## src/rtl/axil_pkg.sv

```systemverilog
// axil_pkg
//   Shared definitions for the AXI-Lite N-way address-decoding bus:
//   response codes, write/read FSM state encodings, the status counter
//   width and a saturating counter helper.
package axil_pkg;

  localparam int unsigned RESP_OKAY   = 0;
  localparam int unsigned RESP_SLVERR = 2;
  localparam int unsigned RESP_DECERR = 3;

  localparam int unsigned CNT_W = 16;

  typedef enum logic [1:0] {
    W_IDLE = 2'd0,
    W_FWD  = 2'd1,
    W_RESP = 2'd2,
    W_ERR  = 2'd3
  } wr_state_t;

  typedef enum logic [1:0] {
    R_IDLE = 2'd0,
    R_FWD  = 2'd1,
    R_DATA = 2'd2,
    R_ERR  = 2'd3
  } rd_state_t;

  // Adds 0..3 to a counter and clamps at all-ones instead of wrapping.
  function automatic logic [CNT_W-1:0] sat_add(input logic [CNT_W-1:0] cnt,
                                                input logic [1:0]       inc);
    logic [CNT_W:0] sum;
    sum = {1'b0, cnt} + {{(CNT_W-1){1'b0}}, inc};
    return sum[CNT_W] ? {CNT_W{1'b1}} : sum[CNT_W-1:0];
  endfunction

endpackage

```

## src/rtl/axil_addr_decode.sv

```systemverilog
// axil_addr_decode
//   Combinational region decoder: the port index is the address shifted
//   right by REGION_SHIFT; any region at or beyond N_PORTS is a decode error.
//   Ports:
//     addr - address to decode
//     idx  - selected downstream port (meaningful only when err is low)
//     err  - region does not map to any downstream port
module axil_addr_decode
  import axil_pkg::*;
#(
  parameter int ADDR_WIDTH   = 8,
  parameter int N_PORTS      = 2,
  parameter int REGION_SHIFT = 4,
  parameter int IDX_W        = 1
) (
  input  logic [ADDR_WIDTH-1:0] addr,
  output logic [IDX_W-1:0]      idx,
  output logic                  err
);

  logic [ADDR_WIDTH-1:0] region;

  assign region = addr >> REGION_SHIFT;
  assign err    = (region >= ADDR_WIDTH'(N_PORTS));
  assign idx    = region[IDX_W-1:0];

endmodule

```

## src/rtl/axil_bus_nway.sv

```systemverilog
// axil_bus_nway
//   AXI-Lite 1-to-N address-decoding bus. One upstream slave port (s0_axi_*)
//   is routed to one of N_PORTS downstream master ports (m_axi_*, flattened,
//   port i in slice i) selected by addr >> REGION_SHIFT. Independent write
//   and read FSMs, one outstanding transaction each. Unmapped regions are
//   answered locally with DECERR.
//   Ports:
//     s0_axi_aclk / s0_axi_aresetn - clock, async active-low reset
//     s0_axi_aw*/w*/b*/ar*/r*       - upstream AXI-Lite slave channels
//     m_axi_aw*/w*/b*/ar*/r*        - downstream AXI-Lite master channels
//     wr_count/rd_count/err_count   - saturating completion/error counters
module axil_bus_nway
  import axil_pkg::*;
#(
  parameter int DATA_WIDTH   = 32,
  parameter int ADDR_WIDTH   = 8,
  parameter int RESP_WIDTH   = 3,
  parameter int N_PORTS      = 2,
  parameter int REGION_SHIFT = 4
) (
  input  logic                             s0_axi_aclk,
  input  logic                             s0_axi_aresetn,
  input  logic [ADDR_WIDTH-1:0]            s0_axi_awaddr,
  input  logic                             s0_axi_awvalid,
  output logic                             s0_axi_awready,
  input  logic [DATA_WIDTH-1:0]            s0_axi_wdata,
  input  logic [DATA_WIDTH/8-1:0]          s0_axi_wstrb,
  input  logic                             s0_axi_wvalid,
  output logic                             s0_axi_wready,
  output logic [RESP_WIDTH-1:0]            s0_axi_bresp,
  output logic                             s0_axi_bvalid,
  input  logic                             s0_axi_bready,
  input  logic [ADDR_WIDTH-1:0]            s0_axi_araddr,
  input  logic                             s0_axi_arvalid,
  output logic                             s0_axi_arready,
  output logic [DATA_WIDTH-1:0]            s0_axi_rdata,
  output logic [RESP_WIDTH-1:0]            s0_axi_rresp,
  output logic                             s0_axi_rvalid,
  input  logic                             s0_axi_rready,
  output logic [N_PORTS*ADDR_WIDTH-1:0]    m_axi_awaddr,
  output logic [N_PORTS-1:0]               m_axi_awvalid,
  input  logic [N_PORTS-1:0]               m_axi_awready,
  output logic [N_PORTS*DATA_WIDTH-1:0]    m_axi_wdata,
  output logic [N_PORTS*DATA_WIDTH/8-1:0]  m_axi_wstrb,
  output logic [N_PORTS-1:0]               m_axi_wvalid,
  input  logic [N_PORTS-1:0]               m_axi_wready,
  input  logic [N_PORTS*RESP_WIDTH-1:0]    m_axi_bresp,
  input  logic [N_PORTS-1:0]               m_axi_bvalid,
  output logic [N_PORTS-1:0]               m_axi_bready,
  output logic [N_PORTS*ADDR_WIDTH-1:0]    m_axi_araddr,
  output logic [N_PORTS-1:0]               m_axi_arvalid,
  input  logic [N_PORTS-1:0]               m_axi_arready,
  input  logic [N_PORTS*DATA_WIDTH-1:0]    m_axi_rdata,
  input  logic [N_PORTS*RESP_WIDTH-1:0]    m_axi_rresp,
  input  logic [N_PORTS-1:0]               m_axi_rvalid,
  output logic [N_PORTS-1:0]               m_axi_rready,
  output logic [15:0]                      wr_count,
  output logic [15:0]                      rd_count,
  output logic [15:0]                      err_count
);

  localparam int STRB_W = DATA_WIDTH / 8;
  localparam int IDX_W  = (N_PORTS > 1) ? $clog2(N_PORTS) : 1;

  // ---------------- write path state ----------------
  wr_state_t               w_state, w_state_n;
  logic                    aw_held, aw_held_n, w_held, w_held_n;
  logic                    aw_pend, aw_pend_n, w_pend, w_pend_n;
  logic [ADDR_WIDTH-1:0]   aw_addr_q, aw_addr_n;
  logic [DATA_WIDTH-1:0]   w_data_q, w_data_n;
  logic [STRB_W-1:0]       w_strb_q, w_strb_n;
  logic [IDX_W-1:0]        w_idx_q, w_idx_n;
  logic                    bvalid_q, bvalid_n;
  logic [RESP_WIDTH-1:0]   bresp_q, bresp_n;

  // ---------------- read path state ----------------
  rd_state_t               r_state, r_state_n;
  logic [ADDR_WIDTH-1:0]   ar_addr_q, ar_addr_n;
  logic [IDX_W-1:0]        r_idx_q, r_idx_n;
  logic                    rvalid_q, rvalid_n;
  logic [RESP_WIDTH-1:0]   rresp_q, rresp_n;
  logic [DATA_WIDTH-1:0]   rdata_q, rdata_n;

  logic                    aw_hs, w_hs, ar_hs;
  logic [ADDR_WIDTH-1:0]   wdec_addr;
  logic [IDX_W-1:0]        wdec_idx, rdec_idx;
  logic                    wdec_err, rdec_err;
  logic [N_PORTS-1:0]      w_sel, r_sel;
  logic                    wr_done, rd_done;
  logic [1:0]              err_inc;

  // Decode at capture time so the downstream valid can rise on the very
  // next cycle; if AW arrived earlier its address is already registered.
  assign wdec_addr = aw_held ? aw_addr_q : s0_axi_awaddr;

  axil_addr_decode #(
    .ADDR_WIDTH  (ADDR_WIDTH),
    .N_PORTS     (N_PORTS),
    .REGION_SHIFT(REGION_SHIFT),
    .IDX_W       (IDX_W)
  ) u_wdec (
    .addr(wdec_addr),
    .idx (wdec_idx),
    .err (wdec_err)
  );

  axil_addr_decode #(
    .ADDR_WIDTH  (ADDR_WIDTH),
    .N_PORTS     (N_PORTS),
    .REGION_SHIFT(REGION_SHIFT),
    .IDX_W       (IDX_W)
  ) u_rdec (
    .addr(s0_axi_araddr),
    .idx (rdec_idx),
    .err (rdec_err)
  );

  // Upstream readies are gated by reset so nothing is accepted while held
  // in reset, yet they are high on the first cycle after release.
  assign s0_axi_awready = s0_axi_aresetn && (w_state == W_IDLE) && !aw_held;
  assign s0_axi_wready  = s0_axi_aresetn && (w_state == W_IDLE) && !w_held;
  assign s0_axi_arready = s0_axi_aresetn && (r_state == R_IDLE);

  assign aw_hs = s0_axi_awvalid && s0_axi_awready;
  assign w_hs  = s0_axi_wvalid && s0_axi_wready;
  assign ar_hs = s0_axi_arvalid && s0_axi_arready;

  assign s0_axi_bvalid = bvalid_q;
  assign s0_axi_bresp  = bresp_q;
  assign s0_axi_rvalid = rvalid_q;
  assign s0_axi_rresp  = rresp_q;
  assign s0_axi_rdata  = rdata_q;

  // Address/data/strobe are broadcast; only the selected port gets handshakes.
  assign w_sel = N_PORTS'(1) << w_idx_q;
  assign r_sel = N_PORTS'(1) << r_idx_q;

  assign m_axi_awaddr  = {N_PORTS{aw_addr_q}};
  assign m_axi_wdata   = {N_PORTS{w_data_q}};
  assign m_axi_wstrb   = {N_PORTS{w_strb_q}};
  assign m_axi_araddr  = {N_PORTS{ar_addr_q}};

  assign m_axi_awvalid = (w_state == W_FWD && aw_pend) ? w_sel : '0;
  assign m_axi_wvalid  = (w_state == W_FWD && w_pend) ? w_sel : '0;
  assign m_axi_bready  = (w_state == W_RESP && !bvalid_q) ? w_sel : '0;
  assign m_axi_arvalid = (r_state == R_FWD) ? r_sel : '0;
  assign m_axi_rready  = (r_state == R_DATA && !rvalid_q) ? r_sel : '0;

  // Write FSM next-state
  always_comb begin
    w_state_n = w_state;
    aw_held_n = aw_held;
    w_held_n  = w_held;
    aw_pend_n = aw_pend;
    w_pend_n  = w_pend;
    aw_addr_n = aw_addr_q;
    w_data_n  = w_data_q;
    w_strb_n  = w_strb_q;
    w_idx_n   = w_idx_q;
    bvalid_n  = bvalid_q;
    bresp_n   = bresp_q;
    case (w_state)
      W_IDLE: begin
        if (aw_hs) begin
          aw_held_n = 1'b1;
          aw_addr_n = s0_axi_awaddr;
        end
        if (w_hs) begin
          w_held_n = 1'b1;
          w_data_n = s0_axi_wdata;
          w_strb_n = s0_axi_wstrb;
        end
        if ((aw_held || aw_hs) && (w_held || w_hs)) begin
          aw_held_n = 1'b0;
          w_held_n  = 1'b0;
          w_idx_n   = wdec_idx;
          if (wdec_err) begin
            w_state_n = W_ERR;
            bvalid_n  = 1'b1;
            bresp_n   = RESP_WIDTH'(RESP_DECERR);
          end else begin
            w_state_n = W_FWD;
            aw_pend_n = 1'b1;
            w_pend_n  = 1'b1;
          end
        end
      end
      W_FWD: begin
        if (aw_pend && m_axi_awready[w_idx_q]) aw_pend_n = 1'b0;
        if (w_pend && m_axi_wready[w_idx_q]) w_pend_n = 1'b0;
        if (!aw_pend_n && !w_pend_n) w_state_n = W_RESP;
      end
      W_RESP: begin
        if (!bvalid_q) begin
          if (m_axi_bvalid[w_idx_q]) begin
            bvalid_n = 1'b1;
            bresp_n  = m_axi_bresp[w_idx_q*RESP_WIDTH +: RESP_WIDTH];
          end
        end else if (s0_axi_bready) begin
          bvalid_n  = 1'b0;
          w_state_n = W_IDLE;
        end
      end
      W_ERR: begin
        if (s0_axi_bready) begin
          bvalid_n  = 1'b0;
          w_state_n = W_IDLE;
        end
      end
      default: w_state_n = W_IDLE;
    endcase
  end

  always_ff @(posedge s0_axi_aclk or negedge s0_axi_aresetn) begin
    if (!s0_axi_aresetn) begin
      w_state   <= W_IDLE;
      aw_held   <= 1'b0;
      w_held    <= 1'b0;
      aw_pend   <= 1'b0;
      w_pend    <= 1'b0;
      aw_addr_q <= '0;
      w_data_q  <= '0;
      w_strb_q  <= '0;
      w_idx_q   <= '0;
      bvalid_q  <= 1'b0;
      bresp_q   <= '0;
    end else begin
      w_state   <= w_state_n;
      aw_held   <= aw_held_n;
      w_held    <= w_held_n;
      aw_pend   <= aw_pend_n;
      w_pend    <= w_pend_n;
      aw_addr_q <= aw_addr_n;
      w_data_q  <= w_data_n;
      w_strb_q  <= w_strb_n;
      w_idx_q   <= w_idx_n;
      bvalid_q  <= bvalid_n;
      bresp_q   <= bresp_n;
    end
  end

  // Read FSM next-state
  always_comb begin
    r_state_n = r_state;
    ar_addr_n = ar_addr_q;
    r_idx_n   = r_idx_q;
    rvalid_n  = rvalid_q;
    rresp_n   = rresp_q;
    rdata_n   = rdata_q;
    case (r_state)
      R_IDLE: begin
        if (ar_hs) begin
          ar_addr_n = s0_axi_araddr;
          r_idx_n   = rdec_idx;
          if (rdec_err) begin
            r_state_n = R_ERR;
            rvalid_n  = 1'b1;
            rresp_n   = RESP_WIDTH'(RESP_DECERR);
            rdata_n   = '0;
          end else begin
            r_state_n = R_FWD;
          end
        end
      end
      R_FWD: begin
        if (m_axi_arready[r_idx_q]) r_state_n = R_DATA;
      end
      R_DATA: begin
        if (!rvalid_q) begin
          if (m_axi_rvalid[r_idx_q]) begin
            rvalid_n = 1'b1;
            rdata_n  = m_axi_rdata[r_idx_q*DATA_WIDTH +: DATA_WIDTH];
            rresp_n  = m_axi_rresp[r_idx_q*RESP_WIDTH +: RESP_WIDTH];
          end
        end else if (s0_axi_rready) begin
          rvalid_n  = 1'b0;
          r_state_n = R_IDLE;
        end
      end
      R_ERR: begin
        if (s0_axi_rready) begin
          rvalid_n  = 1'b0;
          r_state_n = R_IDLE;
        end
      end
      default: r_state_n = R_IDLE;
    endcase
  end

  always_ff @(posedge s0_axi_aclk or negedge s0_axi_aresetn) begin
    if (!s0_axi_aresetn) begin
      r_state   <= R_IDLE;
      ar_addr_q <= '0;
      r_idx_q   <= '0;
      rvalid_q  <= 1'b0;
      rresp_q   <= '0;
      rdata_q   <= '0;
    end else begin
      r_state   <= r_state_n;
      ar_addr_q <= ar_addr_n;
      r_idx_q   <= r_idx_n;
      rvalid_q  <= rvalid_n;
      rresp_q   <= rresp_n;
      rdata_q   <= rdata_n;
    end
  end

  // Completion counters; a simultaneous write and read error add two.
  assign wr_done = bvalid_q && s0_axi_bready;
  assign rd_done = rvalid_q && s0_axi_rready;
  assign err_inc = {1'b0, wr_done && (bresp_q != '0)}
                 + {1'b0, rd_done && (rresp_q != '0)};

  always_ff @(posedge s0_axi_aclk or negedge s0_axi_aresetn) begin
    if (!s0_axi_aresetn) begin
      wr_count  <= '0;
      rd_count  <= '0;
      err_count <= '0;
    end else begin
      wr_count  <= sat_add(wr_count, {1'b0, wr_done});
      rd_count  <= sat_add(rd_count, {1'b0, rd_done});
      err_count <= sat_add(err_count, err_inc);
    end
  end

endmodule

```

## config.mk

```make
export PLATFORM = sky130hd
export DESIGN_NAME = axil_bus_nway
export DESIGN_NICKNAME = d
export VERILOG_FILES = /design/src/rtl/axil_pkg.sv /design/src/rtl/axil_addr_decode.sv /design/src/rtl/axil_bus_nway.sv
export SDC_FILE = /design/constraint.sdc
export NUM_CORES = 1
export LEC_CHECK = 0
export ABC_CLOCK_PERIOD_IN_PS = 5450
export CORE_AREA = 2 2 138 140
export DETAILED_ROUTE_END_ITERATION = 6
export DIE_AREA = 0 0 140 142
export MAX_ROUTING_LAYER = met4
export PLACE_DENSITY = 0.91
export REMOVE_ABC_BUFFERS = 1
export SETUP_SLACK_MARGIN = 0.3
export SYNTH_ARGS = -nofsm -noshare
export SYNTH_HDL_FRONTEND = slang
export SYNTH_HIERARCHICAL = 1
export SYNTH_SLANG_ARGS = --single-unit
```

## constraint.sdc

```tcl
create_clock -name s0_axi_aclk -period 5.45 [get_ports s0_axi_aclk]
set_input_delay 0.8175 -clock s0_axi_aclk [delete_from_list [all_inputs] [get_ports s0_axi_aclk]]
set_output_delay 0.8175 -clock s0_axi_aclk [all_outputs]
set_load 0.05 [all_outputs]
```

==> flow_summary.ini <==
[floorplan]
die_w_um = 140
die-area_um2 = 19900
initial_core_util_pct = 41.0
top_level_ports = 350
row_count = 50
die_h_um = 142
coreArea_um2 = 18500

[layout]
utilization_pct = 62.2
area_delta_synth_final_pct = 51.6
fillCellCount = 1416
nets = 1089
layout-drive-gt1-share_pct = 13.4
final_cells = 1187

[clock_network]
cts.clk_slew.worst_paths_ns = 0.07
cts-root-buf = clkbuf_16
clockBufferDepth = 2
cts.sinks = 150
hold_buffers = 0
cts_resized = 0
postCtsSetupBuffers = 0
cts_tree = yes
insertion_delay_ns = 0.42
cts_made_buffers = 17
h-tree-depth = 4

[worst_setup_path]
reg2reg_depth = 5
r2r-start = r_idx_q
cp_max_fo = 58
r2r_slack_ns = 2.65
worst_r2r_endpoint = s0_axi_rdata[9]
end_kind = output port
cp.required_ns = 4.63
crit_type = input pin to output port
critPathLaunchType = input pin
cp.arrival_ns = 2.65

[sta]
fin_setup_tns_ns = 0
tightestPinTransition_ns = 1.20
setup_viol = 0
slew_viol_final = 0
grt_setup_unrepaired = no
period_needed_ns = 3.47
fin_crit_sh_pct = 63.7
max_freq_ghz = 0.288
slew_headroom_pct = 19.8
hold_viol = 0
fin_skew_ns = 0.0105

[global_routing]
first_global_vias = 6343
track_usage_pct = 22.6
antenna_found_initial = 2
grt_max_degree = 59
grt_pass1_wl_um = 34200
grt_overflow = 0

[power]
p_leak_uw = 0.00513
peakVddDrop_mv = 0.687
pwr_density_cell_nw_per_um2 = 687

[drt]
antenna_left = 0
dr_total_vias = 6060
wl_met2_um = 11200
routed_wire_length_per_instance_um = 18.4
first_pass_iters = 6
via_per_inst = 5.11
drc = 12
wl_met3_um = 1050
wl_um = 21800
highest_layer = met4
drt-initial-drc-count = 246
wl_met1_um = 8900

[yosys]
syn_avg_cell_area_um2 = 11.7
synth_area_um2 = 7570
yosysWarnings = 6
synth_cells = 645

[place]
place_inst = 1153
gp_congestion = 0.846
portBuffers = 349
detailed_place_hpwl_um = 16200

[run_status]
status = finished, violations left
violations = DRC

[flow_run]
max_cap_violations = 0

[worst_hold_path]
min_path_type = input pin to asynchronous set/reset pin
-- through the flow --
stage,area [µm²],power (µW),hold WS (ns),setup slack [ns]
global route,11500,8200,0.350,1.85
floorplan,7030,4950,0.512,1.96
global placement,10800,6540,0.473,1.97
finish,11500,7880,0.319,1.98
CTS,11500,7930,0.342,1.94
detailed placement,10800,6630,0.484,1.93
-- state kept, by name (all words and copies together) (netlist names), 2 cells and up --
name	flops
r_state	2
err_count	16
s0_axi_rresp	3
wr_count	16
w_data_q	32
ar_addr_q	8
s0_axi_rdata	32
w_strb_q	4
rd_count	16
s0_axi_bresp	3
w_state	2
aw_addr_q	8
-- layout by cell type, fill, tap and decap left out, types with 10 or more instances in the layout --
cell / instances
clkbuf_16: 17
xor2_1: 14
nand4_1: 12
xnor2_1: 14
dfrtp_1: 149
nand2b_1: 13
clkdlybuf4s50_1: 348
mux2_1: 17
nand3_1: 16
mux2_2: 53
mux2_4: 30
nand2_1: 52
nor2_1: 46
nor3_1: 10
mux2i_1: 40
-- area by class of cell --
cell class,instances,area [µm²],area share (%)
Inverter,4,15.0,0.131
Antenna cell,2,5.00,0.0436
Clock inverter,14,200,1.74
Timing Repair Buffer,353,3520,30.7
Sequential cell,150,3750,32.7
Clock buffer,18,429,3.74
Multi-Input combinational cell,412,3260,28.4
Tap cell,234,293,2.55
-- critical path, cell delays in order --
cell	delay [ns]
buf_6	0.37
or3b_4	0.47
nor2_4	0.13
clkdlybuf4s50_1	0.81
-- per-layer routing --
layer	up-vias	global-route usage (%)
met1	2997	27.4
met4	0	7.66
li1	2797	-
met5	-	-
met3	35	4.61
met2	231	38.2
-- report_power, final --
part | leakage (µW) | switching, µW | internal (µW) | total [µW]
Clock | 0.000302 | 494 | 772 | 1270
Combinational | 0.00294 | 2920 | 1690 | 4610
Sequential | 0.00189 | 480 | 1520 | 2000
-- worst max path at each step --
stage,from,end,slack [ns],depth (start not counted)
after floorplan,r_idx_q,m_axi_rready[1],1.96,1
after global placement,s0_axi_aresetn,s0_axi_wready,1.97,4
after detailed placement,s0_axi_aresetn,s0_axi_wready,1.93,4
final,s0_axi_aresetn,s0_axi_wready,1.98,4
after global routing,s0_axi_aresetn,s0_axi_awready,1.85,4
after CTS,s0_axi_aresetn,s0_axi_wready,1.94,4
Note: power is estimated with default switching activity, not from simulation.
